--- src/rtl/bcd_cascade_disp.sv ---
// Synchronises an async ripple BCD count, extends it to NDIG digits by counting
// 9->0 wraps, and scans the result onto a multiplexed 7-segment display.
module bcd_cascade_disp #(
  parameter int NDIG     = 3,
  parameter int SYNC_STG = 2,
  parameter int SCAN_DIV = 4,
  parameter int BLANK    = 1
) (
  input  logic                clk,
  input  logic                rst,
  input  logic [3:0]          cnt_in,
  input  logic                en,
  input  logic                clr,
  output logic [4*NDIG-1:0]   bcd,
  output logic                ovf,
  output logic                err,
  output logic [6:0]          seg,
  output logic [NDIG-1:0]     an
);

  localparam int IW  = $clog2(NDIG);
  localparam int SCW = (SCAN_DIV > 1) ? $clog2(SCAN_DIV) : 1;

  logic [SYNC_STG-1:0][3:0] sync_q;
  logic [3:0]               h_q, u_q, u_d, s;
  logic [NDIG-1:1][3:0]     up_q, up_d;
  logic                     ovf_q, ovf_d, err_q, inv_q;
  logic [SCW-1:0]           sc_q;
  logic [IW-1:0]            idx_q;
  logic [6:0]               seg_q, seg_d;
  logic [NDIG-1:0]          an_q;
  logic                     stable, invalid, accept, carry, run_c, nz, blank;
  logic [3:0]               cur;
  logic [4*NDIG-1:0]        all_dig;

  function automatic logic [6:0] dec(input logic [3:0] d);
    case (d)
      4'd0:    dec = 7'h3F;
      4'd1:    dec = 7'h06;
      4'd2:    dec = 7'h5B;
      4'd3:    dec = 7'h4F;
      4'd4:    dec = 7'h66;
      4'd5:    dec = 7'h6D;
      4'd6:    dec = 7'h7D;
      4'd7:    dec = 7'h07;
      4'd8:    dec = 7'h7F;
      4'd9:    dec = 7'h6F;
      default: dec = 7'h00;
    endcase
  endfunction

  // A sample is trusted only once it has matched the previous cycle's sample,
  // which rejects the transient codes a ripple counter shows while settling.
  assign s       = sync_q[SYNC_STG-1];
  assign stable  = (s == h_q);
  assign invalid = stable && (s > 4'd9);
  assign accept  = stable && (s <= 4'd9) && (s != u_q);
  assign carry   = accept && (u_q == 4'd9) && (s == 4'd0) && en;
  assign u_d     = accept ? s : u_q;

  always_comb begin
    up_d  = up_q;
    run_c = carry;
    for (int i = 1; i < NDIG; i++) begin
      if (run_c) begin
        if (up_q[i] == 4'd9) begin
          up_d[i] = 4'd0;
        end else begin
          up_d[i] = up_q[i] + 4'd1;
          run_c   = 1'b0;
        end
      end
    end
    ovf_d = run_c;
    if (clr) begin
      up_d  = '0;
      ovf_d = 1'b0;
    end
  end

  assign all_dig = {up_q, u_q};

  // Leading-zero blanking: digit idx is dark when it and every higher digit are zero.
  always_comb begin
    cur = all_dig[{idx_q, 2'b00} +: 4];
    nz  = 1'b0;
    for (int i = 0; i < NDIG; i++) begin
      if (i >= int'(idx_q) && all_dig[4*i +: 4] != 4'd0) nz = 1'b1;
    end
    blank = (BLANK != 0) && (idx_q != '0) && !nz;
    seg_d = blank ? 7'h00 : dec(cur);
  end

  always_ff @(posedge clk) begin
    if (rst) begin
      sync_q <= '0;
      h_q    <= '0;
      u_q    <= '0;
      up_q   <= '0;
      ovf_q  <= 1'b0;
      err_q  <= 1'b0;
      inv_q  <= 1'b0;
      sc_q   <= '0;
      idx_q  <= '0;
      seg_q  <= 7'h00;
      an_q   <= '0;
    end else begin
      sync_q <= {sync_q[SYNC_STG-2:0], cnt_in};
      h_q    <= s;
      u_q    <= u_d;
      up_q   <= up_d;
      ovf_q  <= ovf_d;
      inv_q  <= invalid;
      err_q  <= invalid && !inv_q;
      if (sc_q == SCW'(SCAN_DIV-1)) begin
        sc_q  <= '0;
        idx_q <= (idx_q == IW'(NDIG-1)) ? '0 : idx_q + IW'(1);
      end else begin
        sc_q <= sc_q + SCW'(1);
      end
      an_q   <= NDIG'(1) << idx_q;
      seg_q  <= seg_d;
    end
  end

  assign bcd = all_dig;
  assign ovf = ovf_q;
  assign err = err_q;
  assign seg = seg_q;
  assign an  = an_q;

endmodule

--- config.mk ---
export PLATFORM = sky130hd
export DESIGN_NAME = bcd_cascade_disp
export DESIGN_NICKNAME = d
export VERILOG_FILES = /design/src/rtl/bcd_cascade_disp.sv
export SDC_FILE = /design/constraint.sdc
export NUM_CORES = 1
export LEC_CHECK = 0
export BUFFER_PORTS_ARGS = -buffer_cell sky130_fd_sc_hd__buf_4
export CORE_ASPECT_RATIO = 0.8
export CORE_MARGIN = 2
export CORE_UTILIZATION = 49
export DETAILED_ROUTE_END_ITERATION = 8
export GPL_TIMING_DRIVEN = 0
export HOLD_SLACK_MARGIN = 0.02
export PLACE_DENSITY = 0.81
export SYNTH_ARGS = -nofsm -noshare
export SYNTH_HDL_FRONTEND = slang
export SYNTH_SLANG_ARGS = --single-unit
--- constraint.sdc ---
create_clock -name clk -period 1.8 [get_ports clk]
set_input_delay 0.09 -clock clk [delete_from_list [all_inputs] [get_ports clk]]
set_output_delay 0.09 -clock clk [all_outputs]
set_load 0.05 [all_outputs]
==> impl_summary.md, run 1 <==
Layout
The sequential cell area is 868 µm². In the final layout, the multi-input gates occupy 0.00110 mm². The most common cell after layout, fill and taps aside is buf_4. The top cell types in the final layout, fill and taps aside, are 51 x buf_4, 27 x dfxtp_1, 20 x nor2_1.

For this run, the number of standard cells in the final layout without fillers is 299. At the end of the flow the core is filled with cells to 0.759. Summing all non-filler instances in the final layout gives an area of 0.00263 mm². At the end of the flow, the number of nets in the layout was 271. Counting the fill cells in the layout gives between 200 and 250. In the final layout, the share of cells above drive strength 1 is 0.416. Compared with the post-synthesis result, the final layout area differs by 45.9%. The repair_antennas step left the layout with diodes totalling 0.

Placement
The congestion estimate from routability-driven global placement came to 0.797. The number of placed instances, taps included is between 200 and 300. In this run the tool buffered the top-level ports with 31 buffer cells. The placed instances occupy a cell area of 0.00215 mm². OpenSTA, run right after detailed placement, puts the worst setup slack at -0.331 ns.

After legalization and detailed placement, the total HPWL measured 2600 µm.

Die
The total core area is 0.00347 mm². The starting density of the core is 0.520. The die covers around 0.0042 mm². The number of top-level pins is 32. The number of rows in the core area is 19.

Measured along the y axis, the die boundary spans 58.3 µm. The die is around 72 µm wide.

STA
The hold violation total from the final report is 0. The transition time of the tightest slew-check pin is 0.559 ns. The minimum clock period is 1.86 ns.

Setup repair after global routing could not meet its margin everywhere. The worst slew margin relative to its limit is 0.626. Of the available clock period, the critical path in the final layout requires 1.03. The total count of max-transition violations in the final report was 0. In the post-route analysis, the smallest setup slack over all paths is -0.0569 ns. Clock skew on the completed layout was measured at about 0.0058 ns. Setup violations remaining at the end of the flow were counted as 6. The upper clock frequency limit is 0.539 GHz.

Flow run
The number of maximum-capacitance constraint violations is 0.

Detailed routing
For this run, the detailed router's first-pass iteration total came to 4. The total wire length after detailed routing is roughly 5000 µm. For this block, the initial DRC count from the detailed router was 144. The number of vias per cell after detailed routing is between 5 and 6. The average wire length per cell after detail routing is 16.7 µm.

In this run the remaining antenna-violating nets after routing total 0. The remaining routing DRC violations is 0. Across all layers, the routed design uses 1620 vias.

Setup path
The worst register-to-register path begins at idx_q[0]. STA classifies the critical path startpoint as a flop. The required time at the endpoint of the critical path is roughly 2.0 ns. The startpoint of the worst setup timing path is idx_q[0].

The arrival time reported for the critical path endpoint is 2.09 ns. The largest fanout on the critical path is 5. The category of the critical setup timing path is flop to flop.

The sort of element at the end of the critical path is a flop.

Global route
The number of antenna violations at the first check in global routing is 0. The first global-routing pass estimated 6710 µm of wire. The pin count of the biggest net entering global routing is 14. Global routing finished with a remaining overflow of 0. The overall routing resource usage is 0.215. The number of global-route vias before repair is 1401.

Logic synthesis
Synthesis instantiated 39 different standard cells from the library. The share of the Yosys chip area taken by registers is 0.455. The cell area that synthesis handed to floorplanning was approximately 0.0018 mm². The net count after synthesis is 209. The average cell area after synthesis is 9.31 µm². The instance count of the mapped netlist is 194. After synthesis the netlist holds a flip-flop and latch count of 41. The Yosys step of the flow raised 0 warnings.

CTS
TritonCTS built the clock tree. The clock passes through at most 2 buffers. The clock tree root buffer cell is clkbuf_8. In this run, CTS created clock tree buffers numbering 5. In this run the number of H-tree levels came out at 2. For the worst-skew pair, the clock arrives at the later sink with an insertion delay of 0.30 ns. The clock transition at the registers of the reported paths is 0.08 ns. Counting every sink on the clock net gives 41.

Run status
The checks that failed: setup timing. The flow ran to the end, but the final reports show violations.

Power and ir drop
In this run the static leakage power is 1.11 nW. Summing internal, switching and leakage power gives 0.00208 W. The power density over the cells is 791 mW/mm².

The worst vdd rail ir drop is approximately 0.00063 V.

Min path
The worst hold path begins at clr. The path class of the tightest hold or removal check is input pin to flop.
power breakdown:
| group | internal (W) | switching [W] |
|---|---|---|
| Sequential | 0.000934 | 0.0000290 |
| Clock | 0.000451 | 0.000330 |
| Combinational | 0.000145 | 0.000193 |
| Total | 0.00153 | 0.000552 |
Yosys cell counts:
library cell,n,share of area
a21oi_1,12,0.033
a22oi_1,1,0.0042
a2bb2oi_1,2,0.0097
a31oi_1,1,0.0035
a41oi_1,1,0.0049
and2_0,1,0.0035
and2_1,1,0.0035
and4_1,1,0.0049
and4bb_2,1,0.0069
buf_1,1,0.0021
clkbuf_1,5,0.010
clkbuf_2,1,0.0028
dfxtp_1,41,0.45
ha_1,7,0.049
inv_1,6,0.012
mux2_2,1,0.0062
mux2i_1,12,0.067
nand2_1,12,0.025
nand2b_1,1,0.0035
nand3_1,3,0.0083
nand4_1,2,0.0069
nand4_2,1,0.0069
nor2_1,21,0.044
nor2b_1,18,0.062
nor3_1,5,0.014
nor3b_1,6,0.025
nor4_1,4,0.014
nor4b_1,1,0.0049
o21ai_0,5,0.014
o21ba_2,1,0.0055
o21bai_1,1,0.0042
o22a_1,1,0.0049
o32ai_1,1,0.0049
or2_2,1,0.0035
or3_1,2,0.0069
or3b_2,1,0.0049
or4_4,1,0.0062
xnor2_1,7,0.034
xor2_1,4,0.019
worst max-delay path, cell delays in order, from the launching register on:
cell	delay (ns)
dfxtp_4	0.38
buf_8	0.12
mux2i_1	0.27
nor2_1	0.09
a21oi_2	0.17
inv_2	0.09
ha_1	0.20
nor2_1	0.15
o21ai_0	0.14
a21oi_1	0.16
metrics by stage:
stage | hold WS [ns] | setup TNS (ns)
2_1_floorplan | 0.162 | -0.0459
3_3_place_gp | 0.300 | -1.76
3_5_place_dp | 0.309 | -2.49
4_1_cts | 0.0719 | 0
5_1_grt | 0.123 | -1.19
6_report | 0.0956 | -0.168
path summary, 6_finish.rpt:
| check | slack, ns | endpoint | cells past startpoint |
|---|---|---|---|
| worst max-delay path | -0.06 | seg[6] | 9 |
| worst min-delay path | 0.1 | bcd[11] | 4 |
| worst max register to register | -0.06 | seg[6] | 9 |
| worst min register to register | 0.39 | err | 1 |
area by class of cell:
cell class / count / share of cell area
Clock inverter: 2 / 0.0143
Buffer: 6 / 0.0138
Sequential cell: 41 / 0.330
Inverter: 6 / 0.00855
Timing Repair Buffer: 56 / 0.164
Multi-Input combinational cell: 140 / 0.418
Clock buffer: 6 / 0.0314
Tap cell: 42 / 0.0200
state kept, by name, summed over array words and instances (netlist names):
register,count
an,3
bcd,8
err,1
h_q,4
idx_q,2
inv_q,1
ovf,1
s,4
sc_q,2
seg,7
sync_q,4
u_q,4
cell families (layout without fill, tap and decap cells):
kind of cell | Yosys count | in the layout | synth area share
AND/OR/NAND/NOR | 83 | 83 | 0.254
flip-flops | 41 | 41 | 0.455
AO/OA/AOI/OAI | 26 | 26 | 0.0887
multiplexers | 13 | 13 | 0.0728
buffers and inverters | 13 | 76 | 0.0277
XOR/XNOR | 11 | 11 | 0.0534
adder cells (fa/ha/maj) | 7 | 7 | 0.0485
layer usage:
metal	track usage	up-vias	share of wire
met5	0	-	0
met3	0.0479	21	0.064
met1	0.277	745	0.40
li1	-	787	-
met4	0.121	0	0.041
met2	0.337	67	0.49
repair_timing:
action / 4_1_cts / 5_1_grt
hold buffers: 5 / 0
buffers inserted: 14 / 6
setup endpoints to repair: 14 / 13
pin swaps: 7 / 5
resized for setup: 19 / 21
endpoints found under the hold margin: 6 / 0
No activity file was read; power rests on OpenSTA's default activity.
==> run 2: changes to the inputs <==
--- a/config.mk
+++ b/config.mk
@@ -7,7 +7,7 @@
 export LEC_CHECK = 0
 export BUFFER_PORTS_ARGS = -buffer_cell sky130_fd_sc_hd__buf_4
 export CORE_ASPECT_RATIO = 0.8
-export CORE_MARGIN = 2
+export CORE_MARGIN = 5
 export CORE_UTILIZATION = 49
 export DETAILED_ROUTE_END_ITERATION = 8
 export GPL_TIMING_DRIVEN = 0
==> constraint.sdc (replaced) <==
create_clock -name clk -period 1.8 [get_ports clk]
set_input_delay 0.09 -clock clk [delete_from_list [all_inputs] [get_ports clk]]
set_output_delay 0.09 -clock clk [all_outputs]
set_load 0.005 [all_outputs]
==> impl_summary.md, run 2 (synthesized netlist as in run 1, its figures left out) <==
Run status
The flow ran to the end, but the final reports show violations. The checks that failed: setup timing.

CTS
TritonCTS built the clock tree. The latest clock arrival within the worst-skew pair is 0.30 ns. The maximum level of the CTS H-tree is 2. The clock transition at the registers of the reported paths is 0.08 ns. The maximum number of buffers from clock root to sink is 2. The total clock buffers created by CTS is 5. The number of clock sinks is between 40 and 50. Clock tree synthesis selected as its root buffer the cell clkbuf_8.

STA
The worst-case setup margin in the final layout is -0.0603 ns. The minimum clock period is between 1.5 and 2 ns. For the pin with the worst max-slew slack, the measured transition is 0.512 ns. The worst slew margin relative to its limit is 0.658. The hold violation total from the final report is 0. The total setup violations reported at the end of the flow is 3. Based on the critical path, the design can be clocked at up to 0.538 GHz.

The clock arrives with 0.00833 ns of skew. The total count of max-transition violations in the final report is 0. Hold timing on the final database bottoms out at a slack of 0.0843 ns. Setup repair after global routing could not meet its margin everywhere. The final clock period utilization by the worst path is 1.03.

Layout
The total non-filler cell area in the finished layout is 0.00252 mm². The growth of design area from synthesis to finish is 39.6%. The final core utilization is 0.721. The top cell types in the final layout, fill and taps aside, are 48 x buf_4, 29 x dfxtp_1, 20 x nor2_1. The most common cell after layout, fill and taps aside is buf_4.

The flip-flop count of the largest register after layout is 8. The share of final-layout standard cells stronger than drive strength 1 is 0.369. The final net count is around 270. The antenna diode instance count is 0.

Min path
The count of cells along the worst hold path is 4. The tightest min-delay check is of the input pin to flop type.

Setup path
Among all stages on the critical path, the largest delay is contributed by or4_4. Counting buffers and inverters, the worst setup path is 5 cells deep. The category of the critical setup timing path is flop to flop. For this run, the slowest stage of the critical path takes ~0.59 ns. Data arrives at the worst endpoint at 2.09 ns. The top cell family by delay on the critical path is simple AND/OR/NAND/NOR gates.

Traced cell by cell, the critical path runs through nor3b_4, nand3_1, or4_4, or3_1, a21oi_1. STA classifies the critical path startpoint as a flop. Data on the critical path is required at its endpoint by 2.03 ns. The number of buffers and inverters on the critical path is 0. The largest fanout on the critical path is 8. The depth of the worst register-to-register path is 5.

The sort of element at the end of the critical path is a flop.

Power and ir drop
The leakage power is 1.07 nW. IR analysis of the VDD net gives a maximum drop of 0.000604 V. For this design the ratio of total power to cell area is 723 mW/mm².

Die
The die is 64.3 µm tall. The starting density of the core is 0.517. The die covers between 0.005 and 0.006 mm². The floorplan has 19 rows. The number of top-level pins is 32. The total core area is 0.00349 mm². The floorplan step set the die width to 77.9 µm.

Placement
Prior to clock tree synthesis, the placed netlist has a worst setup slack of -0.151 ns. The quantity of I/O buffers inserted on ports is 31. The final weighted congestion in routability-driven placement is between 0.8 and 0.9. The post-place instance area is 0.00212 mm². Detailed placement finished with a half-perimeter wire length of 2570 µm.

Global route
The number of antenna violations at the first check in global routing was 0. The overall routing resource usage is 0.164. The number of global-route vias before repair came to 1439. The global-route wire length before repair is 6670 µm. The total overflow reported by the global router is 0.

Entering global routing, the biggest net connects 15 pins.

Detailed routing
Once detail routing completed, the nets flagged for antenna violations numbered 0. After detailed routing, the number of vias per cell comes to 5.29. The average wire length per cell after detail routing is roughly 15 µm. In the routed design, unresolved DRC markers number 0. The via total after detailed routing is about 1600. The total wire length after detailed routing is ~4300 µm. Before antenna repair, the detailed router went through 4 iterations. The number of DRC markers after the initial detailed-route iteration is 71.

Flow run
The number of maximum-capacitance constraint violations is 0.
run 2: final timing paths:
kind | slack [ns] | from | end
max reg2reg | -0.06 | bcd[5] | bcd[10]
min | 0.08 | clr | bcd[11]
min reg2reg | 0.39 | inv_q | err
max | -0.06 | bcd[5] | bcd[10]
run 2: what timing repair did:
action                                  4_1_cts  5_1_grt
endpoints found under the setup margin       14       15
resized for setup                            13       19
hold buffers                                  4        1
endpoints found under the hold margin         6        1
buffers inserted                              9        9
pin swaps                                     5        8
run 2: final cells by class:
cell class | instances | area [µm²]
fill | 247 | 975
tap | 42 | 52.6
multi-input combinational | 140 | 1040
inverter | 6 | 22.5
buffer | 6 | 36.3
sequential | 41 | 846
clock inverter | 3 | 22.5
timing repair buffer | 54 | 430
clock buffer | 5 | 68.8
run 2: worst min-delay path, delay by kind of cell:
family / cells / cell delay [ns]
AOI/OAI and AO/OA: 1 / 0.06
and+or+nand+nor: 2 / 0.11
buffers and inverters: 1 / 0.08
run 2: layer usage:
metal	GRT usage	vias to the layer above	share of wire	wire length (µm)
met3	0.0379	7	0.042	180
met2	0.269	31	0.49	2110
met4	0.0751	0	0.016	67
met5	0	-	0	0
li1	-	785	-	-
met1	0.205	749	0.45	1950
run 2: power by group:
group / internal (W) / total (W) / switching, W
sequential: 0.000944 / 0.000967 / 0.0000236
combinational: 0.000139 / 0.000252 / 0.000113
clock: 0.000272 / 0.000602 / 0.000331
total: 0.00135 / 0.00182 / 0.000467
run 2: through the flow:
stage / power (W) / std cells / setup TNS [ns]
after floorplan: 0.00110 / 194 / 0
after global placement: 0.00117 / 267 / -0.893
after detailed placement: 0.00117 / 267 / -1.25
after CTS: 0.00181 / 288 / -0.350
after global routing: 0.00191 / 297 / -0.626
final: 0.00182 / 297 / -0.159
==> run 3: changes to the inputs <==
--- a/config.mk
+++ b/config.mk
@@ -12,7 +12,8 @@
 export DETAILED_ROUTE_END_ITERATION = 8
 export GPL_TIMING_DRIVEN = 0
 export HOLD_SLACK_MARGIN = 0.02
-export PLACE_DENSITY = 0.81
+export PLACE_DENSITY = 0.77
+export SKIP_CTS_REPAIR_TIMING = 1
 export SYNTH_ARGS = -nofsm -noshare
 export SYNTH_HDL_FRONTEND = slang
 export SYNTH_SLANG_ARGS = --single-unit
==> impl_summary.md, run 3 (synthesized netlist as in run 1, its figures left out) <==
Run status
The checks that failed: setup timing. The run finished, with violations left.

Die
The die covers 0.00501 mm². The die is 77.9 µm wide. The total area inside the core boundary comes to between 0.003 and 0.004 mm². The number of rows in the core area is 19. The initial utilization of the core area, before any placement, comes to 0.517. For this design the top-level I/O count stands at 32.

The height of the die is 64.3 µm.

Layout
The fill cell instance count of the final layout is 257. The growth of design area from synthesis to finish is 37.1%. The flip-flop count of the largest register after layout is 8. Of the cells placed in the final design, the portion with a size suffix greater than 1 is 0.364. The most common cell after layout, fill and taps aside is buf_4.

The number of antenna diodes in the final layout is 0. The final net count is around 260. The top cell types in the final layout, fill and taps aside, are 41 x buf_4, 30 x dfxtp_1, 21 x nor2_1.

Setup path
The worst stage delay on the critical path is 0.59 ns. The largest fanout on the critical path is 6. The start of the worst register-to-register path is s[3]. The worst register-to-register path ends at bcd[9]. The depth of the worst register-to-register path is 5.

The sort of element at the end of the critical path is a flop. The startpoint of the worst setup timing path is s[3]. Together, buffers and inverters on the worst path number 0. The worst setup path is launched from a flop. Data arrives at the worst endpoint at around 2.2 ns. Data on the critical path is required at its endpoint by 2.03 ns. The category of the critical setup timing path is flop to flop. In this run the register-to-register setup slack is -0.12 ns.

The slowest stage of the critical path belongs to the cell or4_4. The signal on the critical path passes through and4bb_2, nand3_2, or4_4, or3_4, a21oi_2. Among cell families on the critical path, the largest total delay comes from simple AND/OR/NAND/NOR gates.

Power and ir drop
The share of total power dissipated in combinational logic is 0.110. For this design the static power due to leakage is 1.06 nW. The worst vdd rail ir drop is 0.000685 V. The share of total power dissipated in sequential elements is 0.469.

Cell internal power was estimated by the tool at 0.00162 W. Of the total power, the share spent switching nets is 0.216. The proportion of power drawn by the clock network is 0.421. Dividing total power by cell area gives a power density of approximately 840 mW/mm². The net switching power figure is between 0.0004 and 0.0005 W.

STA
Across all setup checks in the final design, the least slack found is -0.122 ns. The worst clock skew on the final layout is about 0.0033 ns. The upper clock frequency limit is approximately 0.52 GHz.

Setup repair after global routing could not meet its margin everywhere. Setup violations remaining at the end of the flow were counted as 7. The worst slew margin relative to its limit is 0.668. The transition time of the tightest slew-check pin is 0.497 ns.

The final-layout worst hold slack is 0.00384 ns. The minimum clock period is approximately 1.9 ns. The hold violation total from the final report is 0. Of the available clock period, the critical path in the final layout requires 1.07. The total count of max-transition violations in the final report came to 0.

Global route
The number of antenna violations at the first check in global routing is 0. The global-route wire length before repair is 5980 µm. The overall routing resource usage is 0.147.

The pin count of the biggest net entering global routing is 14. After global routing the overflow that remains totals 0. The number of global-route vias before repair is 1337.

Detailed routing
After detailed routing, the total wire length is approximately 4000 µm. The first detailed-routing pass ran for 4 iterations. The count of nets left with antenna violations once routing finished came out at 0.

For this block, the initial DRC count from the detailed router was 84. After detailed routing, the number of remaining DRC violations is 0. The average wire length per cell after detail routing is 13.7 µm. The via total after detailed routing is 1533.

The number of vias per cell after detailed routing is 5.30.

CTS
The TritonCTS clock tree is done. The H-tree was split into 2 levels. Clock tree synthesis found a total of approximately 40 sinks. After clock tree synthesis, the clock-pin slew on the worst setup and hold paths is roughly 0.08 ns.

The clock tree root buffer cell is clkbuf_8. The maximum number of buffers from clock root to sink is 2. The total clock buffers created by CTS is 5. The latest clock arrival within the worst-skew pair is 0.29 ns.

Placement
Prior to clock tree synthesis, the placed netlist has a worst setup slack of -0.191 ns. Once detailed placement completed, the half-perimeter wirelength came to roughly 2500 µm. The congestion estimate from routability-driven global placement came to 0.792.

The count of buffers added on input and output ports is 31.

Flow run
The number of maximum-capacitance constraint violations is 0.

Min path
The worst hold path terminates at sync_q[2]. In this run the most critical hold path is launched from cnt_in[2]. The worst hold path was traced through 2 stages.

The min-delay analysis places its worst path in the category input pin to flop.
==> run 3: cell types whose count changed in the layout (fill, tap and decap cells not counted), sizes merged <==
cell,previous run,this run
buf,51,44
bufinv,0,2
clkbuf,9,10
clkinv,0,1
clkinvlp,3,0
dlygate4sd3,5,3
==> run 3: stage by stage <==
step                      instances   util  setup TNS [ns]  total power (W)  instance area (µm²)
after CTS                       275  0.646           -1.67          0.00203                 2260
after detailed placement        267  0.608           -1.27          0.00117                 2120
after floorplan                 194      -               0          0.00110                 1840
after global placement          267  0.608          -0.887          0.00117                 2120
final                           289  0.709          -0.480          0.00207                 2480
after global routing            289  0.709           -1.77          0.00216                 2480
==> run 3: routing by layer <==
metal / track usage / part of all wire / up-vias
met5: 0 / 0 / -
met4: 0.0579 / 0.011 / 0
met3: 0.0463 / 0.056 / 7
met2: 0.220 / 0.47 / 40
met1: 0.197 / 0.46 / 717
li1: - / - / 769
==> run 3: worst max-delay path by stage <==
stage	slack, ns	to	cells after the start
after global placement	-0.13	seg[6]	9
after CTS	-0.23	seg[5]	9
after floorplan	0.02	bcd[9]	5
final	-0.12	bcd[9]	5
after detailed placement	-0.19	seg[5]	9
after global routing	-0.19	u_q[2]	6
==> run 3: power groups by stage <==
stage / Sequential, W / Combinational, W / Clock, W
global placement: 0.000988 / 0.000181 / 0
CTS: 0.000968 / 0.000184 / 0.000875
finish: 0.000970 / 0.000228 / 0.000870
detailed placement: 0.000989 / 0.000183 / 0
floorplan: 0.000989 / 0.000115 / 0
global route: 0.000975 / 0.000253 / 0.000932
==> run 3: layout make-up <==
type / instances / area (µm²) / share of cell area
plain buffers: 7 / 41.3 / 0.0167
clock buffers: 5 / 68.8 / 0.0278
clock inverters: 3 / 65.1 / 0.0263
inverters: 6 / 22.5 / 0.00910
multi-input cells: 140 / 1040 / 0.419
flip-flops and latches: 41 / 840 / 0.339
well taps: 42 / 52.6 / 0.0212
repair buffers: 45 / 349 / 0.141
